## config.mk

```make
export PLATFORM = sky130hd
export DESIGN_NAME = hazard_ctrl_flat
export DESIGN_NICKNAME = d
export VERILOG_FILES = /design/src/rtl/hazard_ctrl_if.sv /design/src/rtl/hazard_ctrl.sv /design/src/flat_wrapper.sv
export SDC_FILE = /design/constraint.sdc
export NUM_CORES = 1
export LEC_CHECK = 0
export ABC_AREA = 1
export ABC_CLOCK_PERIOD_IN_PS = 4400
export BUFFER_PORTS_ARGS = -buffer_cell sky130_fd_sc_hd__buf_2
export CAP_MARGIN = 20
export CORE_ASPECT_RATIO = 0.75
export CORE_UTILIZATION = 57
export DETAILED_ROUTE_END_ITERATION = 12
export PLACE_DENSITY = 0.84
export SYNTH_ARGS = -nofsm -noshare
export SYNTH_HDL_FRONTEND = slang
export SYNTH_SLANG_ARGS = --single-unit
```

## constraint.sdc

```tcl
create_clock -name clk -period 4.4 [get_ports clk]
set_clock_uncertainty 0.05 [all_clocks]
set_input_delay 0.22 -clock clk [delete_from_list [all_inputs] [get_ports clk]]
set_output_delay 0.22 -clock clk [all_outputs]
set_load 0.1 [all_outputs]
```

## src/rtl/hazard_ctrl_if.sv

```systemverilog
// D-stage instruction descriptor and hazard decision outputs between the
// decode front end and the hazard controller.
interface hazard_ctrl_if;
    logic       d_valid;
    logic [4:0] d_rs;
    logic [4:0] d_rt;
    logic [1:0] d_tuse_rs;
    logic [1:0] d_tuse_rt;
    logic [4:0] d_wreg;
    logic [1:0] d_tnew;
    logic       d_md_start;
    logic       d_md_div;
    logic       d_md_use;
    logic       stall;
    logic       flush_e;
    logic       md_busy;

    modport master (
        output d_valid, d_rs, d_rt, d_tuse_rs, d_tuse_rt, d_wreg, d_tnew,
               d_md_start, d_md_div, d_md_use,
        input  stall, flush_e, md_busy
    );

    modport slave (
        input  d_valid, d_rs, d_rt, d_tuse_rs, d_tuse_rt, d_wreg, d_tnew,
               d_md_start, d_md_div, d_md_use,
        output stall, flush_e, md_busy
    );
endinterface

```

## src/rtl/hazard_ctrl.sv

```systemverilog
// Stall/bubble decision for the five-stage core: tracks destination and
// result latency of the E and M instructions and sequences the mult/div unit.
module hazard_ctrl #(
    parameter int MULT_CYCLES = 5,
    parameter int DIV_CYCLES  = 10
) (
    input  logic         clk,
    input  logic         reset,
    hazard_ctrl_if.slave hz
);
    localparam logic [3:0] MULT_LOAD = 4'(MULT_CYCLES);
    localparam logic [3:0] DIV_LOAD  = 4'(DIV_CYCLES);
    localparam logic [1:0] TUSE_NONE = 2'd3;

    logic [4:0] e_wreg, m_wreg;
    logic [1:0] e_tnew, m_tnew;
    logic       e_md, e_div;
    logic [3:0] md_cnt;

    logic [4:0] q_wreg;
    logic [1:0] q_tnew, q_tuse_rs, q_tuse_rt;
    logic       q_md_start, q_md_div, q_md_use;
    logic       rs_hazard, rt_hazard, md_hazard, stall;

    function automatic logic src_hazard(
        input logic [4:0] src,  input logic [1:0] tuse,
        input logic [4:0] ew,   input logic [1:0] et,
        input logic [4:0] mw,   input logic [1:0] mt
    );
        return (src != 5'd0) && (tuse != TUSE_NONE) &&
               (((ew == src) && (et > tuse)) || ((mw == src) && (mt > tuse)));
    endfunction

    // A bubble in D looks like an instruction that reads nothing and writes $0.
    always_comb begin
        // NOTE: every comb output gets a default first so no path infers a latch.
        q_wreg     = '0;
        q_tnew     = '0;
        q_tuse_rs  = TUSE_NONE;
        q_tuse_rt  = TUSE_NONE;
        q_md_start = 1'b0;
        q_md_div   = 1'b0;
        q_md_use   = 1'b0;
        if (hz.d_valid) begin
            q_wreg     = hz.d_wreg;
            q_tnew     = hz.d_tnew;
            q_tuse_rs  = hz.d_tuse_rs;
            q_tuse_rt  = hz.d_tuse_rt;
            q_md_start = hz.d_md_start;
            q_md_div   = hz.d_md_div;
            q_md_use   = hz.d_md_use;
        end
    end

    always_comb begin
        rs_hazard = src_hazard(hz.d_rs, q_tuse_rs, e_wreg, e_tnew, m_wreg, m_tnew);
        rt_hazard = src_hazard(hz.d_rt, q_tuse_rt, e_wreg, e_tnew, m_wreg, m_tnew);
        md_hazard = q_md_use && ((md_cnt != 4'd0) || e_md);
        stall     = rs_hazard || rt_hazard || md_hazard;
    end

    assign hz.stall   = stall;
    assign hz.flush_e = stall;
    assign hz.md_busy = (md_cnt != 4'd0);

    always_ff @(posedge clk) begin
        // NOTE: state registers use non-blocking assignments so every stage
        // advances from the pre-edge values of its neighbours.
        if (reset) begin
            e_wreg <= '0;
            e_tnew <= '0;
            e_md   <= 1'b0;
            e_div  <= 1'b0;
            m_wreg <= '0;
            m_tnew <= '0;
            md_cnt <= '0;
        end else begin
            m_wreg <= e_wreg;
            m_tnew <= (e_tnew == 2'd0) ? 2'd0 : e_tnew - 2'd1;
            if (stall) begin
                e_wreg <= '0;
                e_tnew <= '0;
                e_md   <= 1'b0;
                e_div  <= 1'b0;
            end else begin
                e_wreg <= q_wreg;
                e_tnew <= q_tnew;
                e_md   <= q_md_start;
                e_div  <= q_md_div;
            end
            // The busy count starts as the mult/div leaves E.
            if (e_md)
                md_cnt <= e_div ? DIV_LOAD : MULT_LOAD;
            else if (md_cnt != 4'd0)
                md_cnt <= md_cnt - 4'd1;
        end
    end
endmodule
```

## src/flat_wrapper.sv

```systemverilog
// flat-port wrapper written by rule: the top's interface ports become plain ports
module hazard_ctrl_flat 
#(
    parameter int MULT_CYCLES = 5,
    parameter int DIV_CYCLES  = 10
)
  (clk, reset, hz_d_valid, hz_d_rs, hz_d_rt, hz_d_tuse_rs, hz_d_tuse_rt, hz_d_wreg, hz_d_tnew, hz_d_md_start, hz_d_md_div, hz_d_md_use, hz_stall, hz_flush_e, hz_md_busy);
  hazard_ctrl_if hz_i ();
  input  logic clk;
  input  logic reset;
  input wire logic [$bits(hz_i.d_valid)-1:0] hz_d_valid;
  input wire logic [$bits(hz_i.d_rs)-1:0] hz_d_rs;
  input wire logic [$bits(hz_i.d_rt)-1:0] hz_d_rt;
  input wire logic [$bits(hz_i.d_tuse_rs)-1:0] hz_d_tuse_rs;
  input wire logic [$bits(hz_i.d_tuse_rt)-1:0] hz_d_tuse_rt;
  input wire logic [$bits(hz_i.d_wreg)-1:0] hz_d_wreg;
  input wire logic [$bits(hz_i.d_tnew)-1:0] hz_d_tnew;
  input wire logic [$bits(hz_i.d_md_start)-1:0] hz_d_md_start;
  input wire logic [$bits(hz_i.d_md_div)-1:0] hz_d_md_div;
  input wire logic [$bits(hz_i.d_md_use)-1:0] hz_d_md_use;
  output wire logic [$bits(hz_i.stall)-1:0] hz_stall;
  output wire logic [$bits(hz_i.flush_e)-1:0] hz_flush_e;
  output wire logic [$bits(hz_i.md_busy)-1:0] hz_md_busy;
  assign hz_i.d_valid = hz_d_valid;
  assign hz_i.d_rs = hz_d_rs;
  assign hz_i.d_rt = hz_d_rt;
  assign hz_i.d_tuse_rs = hz_d_tuse_rs;
  assign hz_i.d_tuse_rt = hz_d_tuse_rt;
  assign hz_i.d_wreg = hz_d_wreg;
  assign hz_i.d_tnew = hz_d_tnew;
  assign hz_i.d_md_start = hz_d_md_start;
  assign hz_i.d_md_div = hz_d_md_div;
  assign hz_i.d_md_use = hz_d_md_use;
  assign hz_stall = hz_i.stall;
  assign hz_flush_e = hz_i.flush_e;
  assign hz_md_busy = hz_i.md_busy;
  hazard_ctrl #(.MULT_CYCLES(MULT_CYCLES), .DIV_CYCLES(DIV_CYCLES)) u_core (.clk(clk), .reset(reset), .hz(hz_i));
endmodule
```

Yosys cells after proc, flatten, opt, wreduce, memory -nomap -nowiden. Cells that the tools add are included.

Add/sub/neg operators: 2. Magnitude comparators: 4. Eq/ne operators: 6. Muxes and demuxes: 6. Bitwise operators: 1. Reduce and logical (&&, ||, !) cells: 21.

Operators with widths (number): 5-bit == test (4); 4-bit two-way mux (3); 5-bit nonzero test (2); 1-bit logical AND (9); 2-bit greater-than comparator (4); 1-bit logical OR (5); 2-bit two-way mux (2); 2-bit != test (second input constant) (2); 4-bit nonzero test (1); 4-bit by 1-bit subtractor with 4-bit output (second input constant) (1); 3-bit OR reduction (1); 2-bit logical NOT (1); 2-bit nonzero test (1); 2-bit OR reduction (1); 2-bit by 1-bit subtractor with 2-bit output (second input constant) (1); 1-bit two-way mux (1); 1-bit NOT (1).

Flip-flop bits (word level): 20. Output and inout bits: 3. Word-level logic and storage cells: 47.

Longest topological paths before layout. Gate-level depths: netlist of run 1.

Word-level depth: 8. Gate-level depth with buffers: 13.

Worst setup path after synthesis of run 1. OpenSTA, ideal clock, no wires.

Path kind: input to output. Start: input port hz_d_valid. End: output port hz_stall. Arrival time: 2.690 ns. Data required time: 4.130 ns. Setup slack: 1.440 ns. Cell stages on the path: 13. Buffers on the path: 2. Path through: buf_6 > inv_2 > or2_4 > ha_1 > or2_2 > nand2_1 > inv_1 > nor2_1 > nand2_1 > nand2_1 > nand2_2 > nand3_1 > buf_4.

Longest elaborated chain between the ends: 7. Elaborated cells between the ends (all ways): 22. Classes of those cells: 4 x order compare; 2 x eq/ne; 3 x mux; 13 x reduce/logical.

Ends and longest elaborated chain: start: declaration (RTL line flat_wrapper.sv:11) `input wire logic [$bits(hz_i.d_valid)-1:0] hz_d_valid;`; 2-bit two-way mux (RTL line hazard_ctrl.sv:44) `if (hz.d_valid) begin`; 2-bit greater-than comparator (RTL line hazard_ctrl.sv:31) `(((ew == src) && (et > tuse)) || ((mw == src) && (mt > tuse)));`; 1-bit logical AND (RTL line hazard_ctrl.sv:31); 1-bit logical OR (RTL line hazard_ctrl.sv:31); 1-bit logical AND (RTL line hazard_ctrl.sv:30) `return (src != 5'd0) && (tuse != TUSE_NONE) &&`; 1-bit logical OR (RTL line hazard_ctrl.sv:59) `stall = rs_hazard || rt_hazard || md_hazard;`; 1-bit logical OR (*) (RTL line hazard_ctrl.sv:59); end: declaration (RTL line flat_wrapper.sv:21) `output wire logic [$bits(hz_i.stall)-1:0] hz_stall;`.

Mark *: on every way between the ends. The rest lies on a longest branch, timed or not.

Worst setup path after layout of run 1.
Start: register u_core.e_tnew[0]. End: output port hz_flush_e.

Longest elaborated chain between the ends: 6. Elaborated cells between the ends (all ways): 10. Classes of those cells: 2 x order compare; 8 x reduce/logical.

Ends and longest elaborated chain: start: declaration (RTL line hazard_ctrl.sv:16) `logic [1:0] e_tnew, m_tnew;`; start signal: assignment (RTL line hazard_ctrl.sv:87) `e_tnew <= q_tnew;`; 2-bit greater-than comparator (RTL line hazard_ctrl.sv:31); 1-bit logical AND (RTL line hazard_ctrl.sv:31); 1-bit logical OR (RTL line hazard_ctrl.sv:31); 1-bit logical AND (RTL line hazard_ctrl.sv:30); 1-bit logical OR (*) (2 in a row) (RTL line hazard_ctrl.sv:59); end: declaration (RTL line flat_wrapper.sv:22) `output wire logic [$bits(hz_i.flush_e)-1:0] hz_flush_e;`.

Marks and branches as above.

==> results of run 1 <==
-- cell families after synthesis --
logic type	after synthesis	share of synthesized area, %
buffers and inverters	45	14.0
xor gates and xnor gates	14	9.53
AOI/OAI and AO/OA	11	5.35
adders and majority gates	7	6.81
and+or+nand+nor	96	33.2
DFF	20	31.1
-- through the flow --
step	utilization (%)	hold WS, ps
finish	72.2	40.0
global route	72.2	37.4
CTS	72.2	42.4
detailed placement	69.6	373
global placement	69.6	358
floorplan	-	282
-- power groups by stage --
| stage | clock network (mW) | logic [mW] | registers (mW) |
|---|---|---|---|
| finish | 0.158 | 0.263 | 0.221 |
| global route | 0.167 | 0.286 | 0.224 |
| CTS | 0.158 | 0.263 | 0.221 |
| detailed placement | 0 | 0.261 | 0.225 |
| global placement | 0 | 0.248 | 0.224 |
| floorplan | 0 | 0.210 | 0.221 |
-- registers in the layout, indices dropped and copies added (netlist names) --
register	cells
u_core.e_div	1
u_core.e_md	1
u_core.e_tnew	2
u_core.e_wreg	5
u_core.m_tnew	2
u_core.m_wreg	5
u_core.md_cnt	4
-- critical path: stages (launching register included) --
cell and delay (ps):
dfxtp_1 360, inv_1 90, ha_1 290, or2_2 290, nand2_1 60, inv_1 50
nor2_1 90, nand2_1 60, nand2_1 70, nand2_2 70, nand3_1 110, buf_2 440
-- layout make-up --
class	count	area, um^2
Inverter	42	158
Multi-Input combinational cell	128	706
Sequential cell	20	400
Clock inverter	1	30.0
Fill cell	173	576
Tap cell	24	30.0
Timing Repair Buffer	29	145
Clock buffer	3	22.5
-- synth_stat cells (all sizes together) --
cell | count | area share [%]
buf | 2 | 1.5
nand2 | 48 | 15
o21a | 1 | 0.58
a211oi | 1 | 0.58
xnor2 | 12 | 8.2
ha | 7 | 6.8
o31ai | 2 | 1.2
nand3 | 10 | 3.9
a21oi | 1 | 0.39
o21ai | 5 | 1.9
or2 | 4 | 2.3
dfxtp | 20 | 31
a221oi | 1 | 0.68
nor2 | 29 | 8.5
nor3 | 3 | 1.6
inv | 42 | 12
clkbuf | 1 | 0.29
nand4 | 2 | 2.1
xor2 | 2 | 1.4
-- metal layers --
layer	share of wire (%)	up-vias
met3	6.6	8
li1	-	638
met5	0	-
met4	1.8	0
met2	47	48
met1	45	564
-- worst min path at each step --
stage	end	slack, ps	depth (start not counted)
detailed placement	u_core.m_tnew[0]$_SDFF_PP0_	370	1
global route	u_core.e_wreg[1]$_SDFF_PP0_	40	3
floorplan	u_core.e_div$_SDFF_PP0_	280	2
CTS	u_core.e_wreg[4]$_SDFF_PP0_	40	3
global placement	u_core.m_tnew[0]$_SDFF_PP0_	360	1
finish	u_core.e_tnew[0]$_SDFF_PP0_	40	3
==> impl_metrics.xml, run 1 <==
<?xml version="1.0" encoding="UTF-8"?>
<metrics>
  <group name="sta">
    <metric name="finalSetupViolations" unit="">0</metric>
    <metric name="timing.final.crit_period" unit="ps">2590</metric>
    <metric name="rsz_0062_raised_after_global_routing" unit="">no</metric>
    <metric name="final-max-slew-violation-count" unit="">0</metric>
    <metric name="tightest_slew" unit="ps">488</metric>
    <metric name="setup_total_negative_slack" unit="ps">0</metric>
    <metric name="finalHoldViolCount" unit="">0</metric>
    <metric name="achievable-frequency" unit="MHz">387</metric>
    <metric name="postLayoutSetupSlackWorst" unit="ps">1810</metric>
    <metric name="slew_headroom" unit="%">67.7</metric>
    <metric name="finalCritPeriodShare" unit="%">58.8</metric>
  </group>
  <group name="floorplan">
    <metric name="core" unit="um^2">2070</metric>
    <metric name="design.portCount" unit="">30</metric>
    <metric name="die_height" unit="um">43.1</metric>
    <metric name="initial_core_util" unit="%">62.2</metric>
    <metric name="rows" unit="">14</metric>
    <metric name="die-area" unit="um^2">2450</metric>
    <metric name="die-width" unit="um">56.9</metric>
  </group>
  <group name="hold_path">
    <metric name="timing.hold.worst.start" unit="">hz_d_tnew[0]</metric>
    <metric name="min-delay-path-class" unit="">primary input to flip-flop</metric>
  </group>
  <group name="power">
    <metric name="ir_drop" unit="mV">0.349</metric>
    <metric name="netSwitchingPower" unit="mW">0.264</metric>
    <metric name="flop_pwr_share" unit="%">34.5</metric>
    <metric name="p_sw_share" unit="%">41.1</metric>
    <metric name="power" unit="mW">0.641</metric>
    <metric name="cell_internal_pwr" unit="mW">0.378</metric>
    <metric name="power_per_cell_area" unit="nW/um^2">430</metric>
    <metric name="power_leakage" unit="nW">0.797</metric>
    <metric name="power.share.combinational" unit="%">41.0</metric>
    <metric name="power.share.clock" unit="%">24.6</metric>
  </group>
  <group name="clock_tree">
    <metric name="clkTransAtPathRegs" unit="ps">130</metric>
    <metric name="ctsLongestPathBuffers" unit="">2</metric>
    <metric name="post_cts_resized" unit="">0</metric>
    <metric name="clock_tree.htree_level_count" unit="">1</metric>
    <metric name="postCtsSetupRepairBufs" unit="">0</metric>
    <metric name="worstSkewPairLatency" unit="ps">320</metric>
    <metric name="postCtsHoldBufs" unit="">0</metric>
    <metric name="cts-buffers-inserted" unit="">3</metric>
    <metric name="cts_root_buf" unit="">clkbuf_4</metric>
    <metric name="cts_num_sinks" unit="">20</metric>
    <metric name="cts_tree" unit="">yes</metric>
  </group>
  <group name="place">
    <metric name="post-dp-hpwl" unit="mm">2.35</metric>
    <metric name="placedInstanceArea" unit="um^2">1440</metric>
    <metric name="dp.cells" unit="">243</metric>
    <metric name="port-buffer-count" unit="">29</metric>
    <metric name="finalWeightedCongestion" unit="">0.893</metric>
    <metric name="place_worst_setup_slack" unit="ps">1880</metric>
  </group>
  <group name="outcome">
    <metric name="run_status" unit="">complete, no violations</metric>
  </group>
  <group name="logic_synthesis">
    <metric name="syn_area" unit="um^2">1290</metric>
    <metric name="unique_masters_post_synth" unit="">26</metric>
    <metric name="seq_area_frac_synth" unit="%">31.1</metric>
    <metric name="syn_inst_count" unit="">193</metric>
    <metric name="synth.avg_cell_area" unit="um^2">6.66</metric>
    <metric name="yosysWarnings" unit="">0</metric>
    <metric name="synth_fp_nets" unit="">227</metric>
    <metric name="synth_seq_cells" unit="">20</metric>
  </group>
  <group name="setup_path">
    <metric name="ff2ff_setup_slack" unit="ps">2590</metric>
    <metric name="worst-setup-path-type" unit="">flip-flop to primary output</metric>
    <metric name="critPathMaxFanout" unit="">3</metric>
    <metric name="crit_path_start" unit="">u_core.e_tnew[0]$_SDFF_PP0_</metric>
    <metric name="timing.rr.end" unit="">u_core.e_wreg[0]$_SDFF_PP0_</metric>
    <metric name="critical_path.reg2reg.startpoint" unit="">u_core.e_tnew[0]$_SDFF_PP0_</metric>
    <metric name="critPathArrivalTime" unit="ps">2320</metric>
    <metric name="cp_data_required_time" unit="ps">4130</metric>
    <metric name="timing.critical_path.to" unit="">hz_flush_e</metric>
    <metric name="timing.critical_path.to_type" unit="">primary output</metric>
    <metric name="crit_path_start_kind" unit="">flip-flop</metric>
    <metric name="worstRegToRegCells" unit="">11</metric>
  </group>
  <group name="global_route">
    <metric name="grt_overflow" unit="">0</metric>
    <metric name="globalRouteMet2Util" unit="%">42.9</metric>
    <metric name="globalRouteMet1Util" unit="%">31.5</metric>
    <metric name="met3_grt_util" unit="%">7.93</metric>
    <metric name="wire_length_of_the_first_global_routing_pass" unit="mm">4.70</metric>
    <metric name="antenna_violations_before_repair" unit="">0</metric>
    <metric name="groute.usage.overall" unit="%">25.9</metric>
    <metric name="grt.busiest_layer" unit="">met2</metric>
    <metric name="grt_pass1_vias" unit="">1070</metric>
    <metric name="pin_count_of_the_biggest_net_entering_global_routing" unit="">13</metric>
  </group>
  <group name="final_layout">
    <metric name="layout_commonest_cell" unit="">nand2_1</metric>
    <metric name="nNetsFinal" unit="">258</metric>
    <metric name="layout.cells.most_common_list" unit="">nand2_1 (46), inv_1 (41), nor2_1 (29), buf_2 (29), dfxtp_1 (20)</metric>
    <metric name="synthToLayoutAreaGrowth" unit="%">16.0</metric>
    <metric name="antennaDiodeCount" unit="">0</metric>
    <metric name="stdcell_count" unit="">247</metric>
    <metric name="layout_cells_sized_above_1" unit="%">18.8</metric>
    <metric name="postLayoutCellArea" unit="um^2">1490</metric>
  </group>
  <group name="flow_run">
    <metric name="timing.max_cap.violations" unit="">0</metric>
  </group>
  <group name="drt">
    <metric name="firstDrtPassIters" unit="">4</metric>
    <metric name="route.final.wire_length" unit="mm">2.90</metric>
    <metric name="viasPerCell" unit="">5.09</metric>
    <metric name="detail-route-antenna-nets" unit="">0</metric>
    <metric name="routedWlPerCell" unit="um">11.8</metric>
    <metric name="num_vias" unit="">1258</metric>
    <metric name="route.detailed.drc" unit="">0</metric>
    <metric name="dr.first_iter.drc_count" unit="">38</metric>
  </group>
</metrics>
(Power assumes the default switching activity.)
==> inputs of run 2 (changes only) <==
--- a/config.mk
+++ b/config.mk
@@ -6,13 +6,13 @@
 export NUM_CORES = 1
 export LEC_CHECK = 0
 export ABC_AREA = 1
-export ABC_CLOCK_PERIOD_IN_PS = 4400
+export ABC_CLOCK_PERIOD_IN_PS = 2300
 export BUFFER_PORTS_ARGS = -buffer_cell sky130_fd_sc_hd__buf_2
 export CAP_MARGIN = 20
 export CORE_ASPECT_RATIO = 0.75
-export CORE_UTILIZATION = 57
+export CORE_UTILIZATION = 48
 export DETAILED_ROUTE_END_ITERATION = 12
-export PLACE_DENSITY = 0.84
+export PLACE_DENSITY = 0.75
 export SYNTH_ARGS = -nofsm -noshare
 export SYNTH_HDL_FRONTEND = slang
 export SYNTH_SLANG_ARGS = --single-unit
==> constraint.sdc (replaced) <==
create_clock -name clk -period 2.3 [get_ports clk]
set_clock_uncertainty 0.05 [all_clocks]
set_input_delay 0.115 -clock clk [delete_from_list [all_inputs] [get_ports clk]]
set_output_delay 0.115 -clock clk [all_outputs]
set_load 0.1 [all_outputs]
==> run 2 against run 1 <==
- total power up 94%
- cell count up 8.1%
- design area up 10%
- sequential share of layout area down 2.5 points
- core utilization down 4.2 points
- routed wire length down 4.4%
- largest power group unchanged
==> impl_metrics.xml, run 2 (same netlist as run 1, synthesis figures left out) <==
<?xml version="1.0" encoding="UTF-8"?>
<metrics>
  <group name="outcome">
    <metric name="run_status" unit="">complete, no violations</metric>
  </group>
  <group name="hold_path">
    <metric name="min-delay-path-class" unit="">primary input to flip-flop</metric>
    <metric name="timing.hold.worst.start" unit="">reset</metric>
  </group>
  <group name="global_route">
    <metric name="pin_count_of_the_biggest_net_entering_global_routing" unit="">13</metric>
    <metric name="wire_length_of_the_first_global_routing_pass" unit="mm">4.28</metric>
    <metric name="grt_overflow" unit="">0</metric>
    <metric name="grt_pass1_vias" unit="">1036</metric>
    <metric name="antenna_violations_before_repair" unit="">0</metric>
    <metric name="groute.usage.overall" unit="%">21.0</metric>
  </group>
  <group name="final_layout">
    <metric name="stdcell_count" unit="">267</metric>
    <metric name="synthToLayoutAreaGrowth" unit="%">27.8</metric>
    <metric name="layout_commonest_cell" unit="">nand2_1</metric>
    <metric name="largest_registers" unit="">u_core.e_wreg (5), u_core.m_wreg (5), u_core.md_cnt (4)</metric>
    <metric name="antennaDiodeCount" unit="">0</metric>
    <metric name="layout.cells.most_common_list" unit="">nand2_1 (46), inv_1 (41), nor2_1 (29), buf_2 (27), dfxtp_1 (20)</metric>
    <metric name="layout_cells_sized_above_1" unit="%">18.9</metric>
    <metric name="nNetsFinal" unit="">268</metric>
  </group>
  <group name="sta">
    <metric name="finalSetupViolations" unit="">0</metric>
    <metric name="timing.final.crit_period" unit="ps">2150</metric>
    <metric name="setup_total_negative_slack" unit="ps">0</metric>
    <metric name="final-max-slew-violation-count" unit="">0</metric>
    <metric name="slew_headroom" unit="%">68.0</metric>
    <metric name="finalCritPeriodShare" unit="%">93.3</metric>
    <metric name="rsz_0062_raised_after_global_routing" unit="">no</metric>
    <metric name="tightest_slew" unit="ps">484</metric>
    <metric name="achievable-frequency" unit="MHz">466</metric>
    <metric name="finalHoldViolCount" unit="">0</metric>
  </group>
  <group name="power">
    <metric name="power_leakage" unit="nW">0.854</metric>
    <metric name="ir_drop" unit="mV">0.396</metric>
    <metric name="power_per_cell_area" unit="nW/um^2">758</metric>
  </group>
  <group name="floorplan">
    <metric name="die-area" unit="um^2">2890</metric>
    <metric name="design.portCount" unit="">30</metric>
    <metric name="core" unit="um^2">2420</metric>
    <metric name="rows" unit="">15</metric>
    <metric name="die_height" unit="um">46.8</metric>
    <metric name="die-width" unit="um">61.8</metric>
    <metric name="initial_core_util" unit="%">53.1</metric>
  </group>
  <group name="place">
    <metric name="dp.cells" unit="">254</metric>
    <metric name="port-buffer-count" unit="">29</metric>
    <metric name="post-dp-hpwl" unit="mm">2.18</metric>
    <metric name="finalWeightedCongestion" unit="">0.843</metric>
  </group>
  <group name="setup_path">
    <metric name="crit_path_start" unit="">u_core.e_tnew[0]$_SDFF_PP0_</metric>
    <metric name="worst-setup-path-type" unit="">flip-flop to primary output</metric>
    <metric name="critPathArrivalTime" unit="ps">1980</metric>
    <metric name="cp_data_required_time" unit="ps">2130</metric>
    <metric name="crit_path_start_kind" unit="">flip-flop</metric>
    <metric name="critPathMaxFanout" unit="">3</metric>
    <metric name="timing.critical_path.to_type" unit="">primary output</metric>
    <metric name="critical_path.reg2reg.startpoint" unit="">u_core.e_tnew[0]$_SDFF_PP0_</metric>
  </group>
  <group name="clock_tree">
    <metric name="postCtsSetupRepairBufs" unit="">0</metric>
    <metric name="clkTransAtPathRegs" unit="ps">120</metric>
    <metric name="cts_root_buf" unit="">clkbuf_4</metric>
    <metric name="clock_tree.htree_level_count" unit="">1</metric>
    <metric name="cts_tree" unit="">yes</metric>
    <metric name="cts_num_sinks" unit="">20</metric>
    <metric name="ctsLongestPathBuffers" unit="">2</metric>
    <metric name="worstSkewPairLatency" unit="ps">310</metric>
    <metric name="cts-buffers-inserted" unit="">3</metric>
  </group>
  <group name="drt">
    <metric name="route.final.wire_length" unit="mm">2.78</metric>
    <metric name="num_vias" unit="">1202</metric>
    <metric name="viasPerCell" unit="">4.50</metric>
    <metric name="route.detailed.drc" unit="">0</metric>
    <metric name="firstDrtPassIters" unit="">4</metric>
    <metric name="detail-route-antenna-nets" unit="">0</metric>
    <metric name="dr.first_iter.drc_count" unit="">47</metric>
    <metric name="routedWlPerCell" unit="um">10.4</metric>
  </group>
  <group name="flow_run">
    <metric name="timing.max_cap.violations" unit="">0</metric>
  </group>
</metrics>
run 2: repair_timing:
item                                   in CTS  in global routing
hold buffers                                9                  0
gates resized for setup                     0                  0
endpoints found under the hold margin       9                  0
run 2: worst paths after layout:
path                                      end  slack, ps  cells past startpoint
setup / recovery                     hz_stall        150                     11
hold / removal    u_core.m_wreg[3]$_SDFF_PP0_         70                      2
setup reg to reg  u_core.e_wreg[2]$_SDFF_PP0_        540                     11
hold reg to reg   u_core.m_tnew[0]$_SDFF_PP0_        380                      1
run 2: power breakdown:
group	internal, mW	switching (mW)
Clock	0.176	0.116
Combinational	0.190	0.342
Sequential	0.390	0.0324
run 2: worst max-delay path: stages (launching register included):
cell and delay, ps:
dfxtp_1 350, inv_1 80, ha_1 280, or2_2 280, nand2_1 60, inv_1 40, nor2_1 70, nand2_1 60
nand2_1 70, nand2_2 80, nand3_4 110, buf_12 180
run 2: area by class of cell:
| class | instances | area [um^2] |
|---|---|---|
| clock inverters | 1 | 30.0 |
| repair buffers | 39 | 273 |
| well taps | 34 | 42.5 |
| clock buffers | 3 | 22.5 |
| flip-flops and latches | 20 | 400 |
| inverters | 42 | 158 |
| fillers | 220 | 777 |
| multi-input cells | 128 | 718 |
run 2: per-stage QoR:
step	hold WS, ps	power (mW)	worst slack [ps]	utilization (%)	instance area, um^2
after floorplan	177	0.829	107	-	1300
after global placement	278	0.948	419	62.0	1500
after detailed placement	283	0.952	401	62.0	1500
after CTS	66.4	1.26	140	67.9	1640
after global routing	65.4	1.32	16.8	67.9	1640
final	68.8	1.25	155	67.9	1640
run 2: per-layer routing:
metal | up-vias | wire, um | GRT usage (%) | part of all wire (%)
met5 | - | 0 | 0 | 0
met4 | 0 | 8 | 2.67 | 0.29
met3 | 2 | 100 | 5.79 | 3.6
met2 | 19 | 1220 | 35.5 | 44
met1 | 525 | 1440 | 27.7 | 52
li1 | 656 | - | - | -
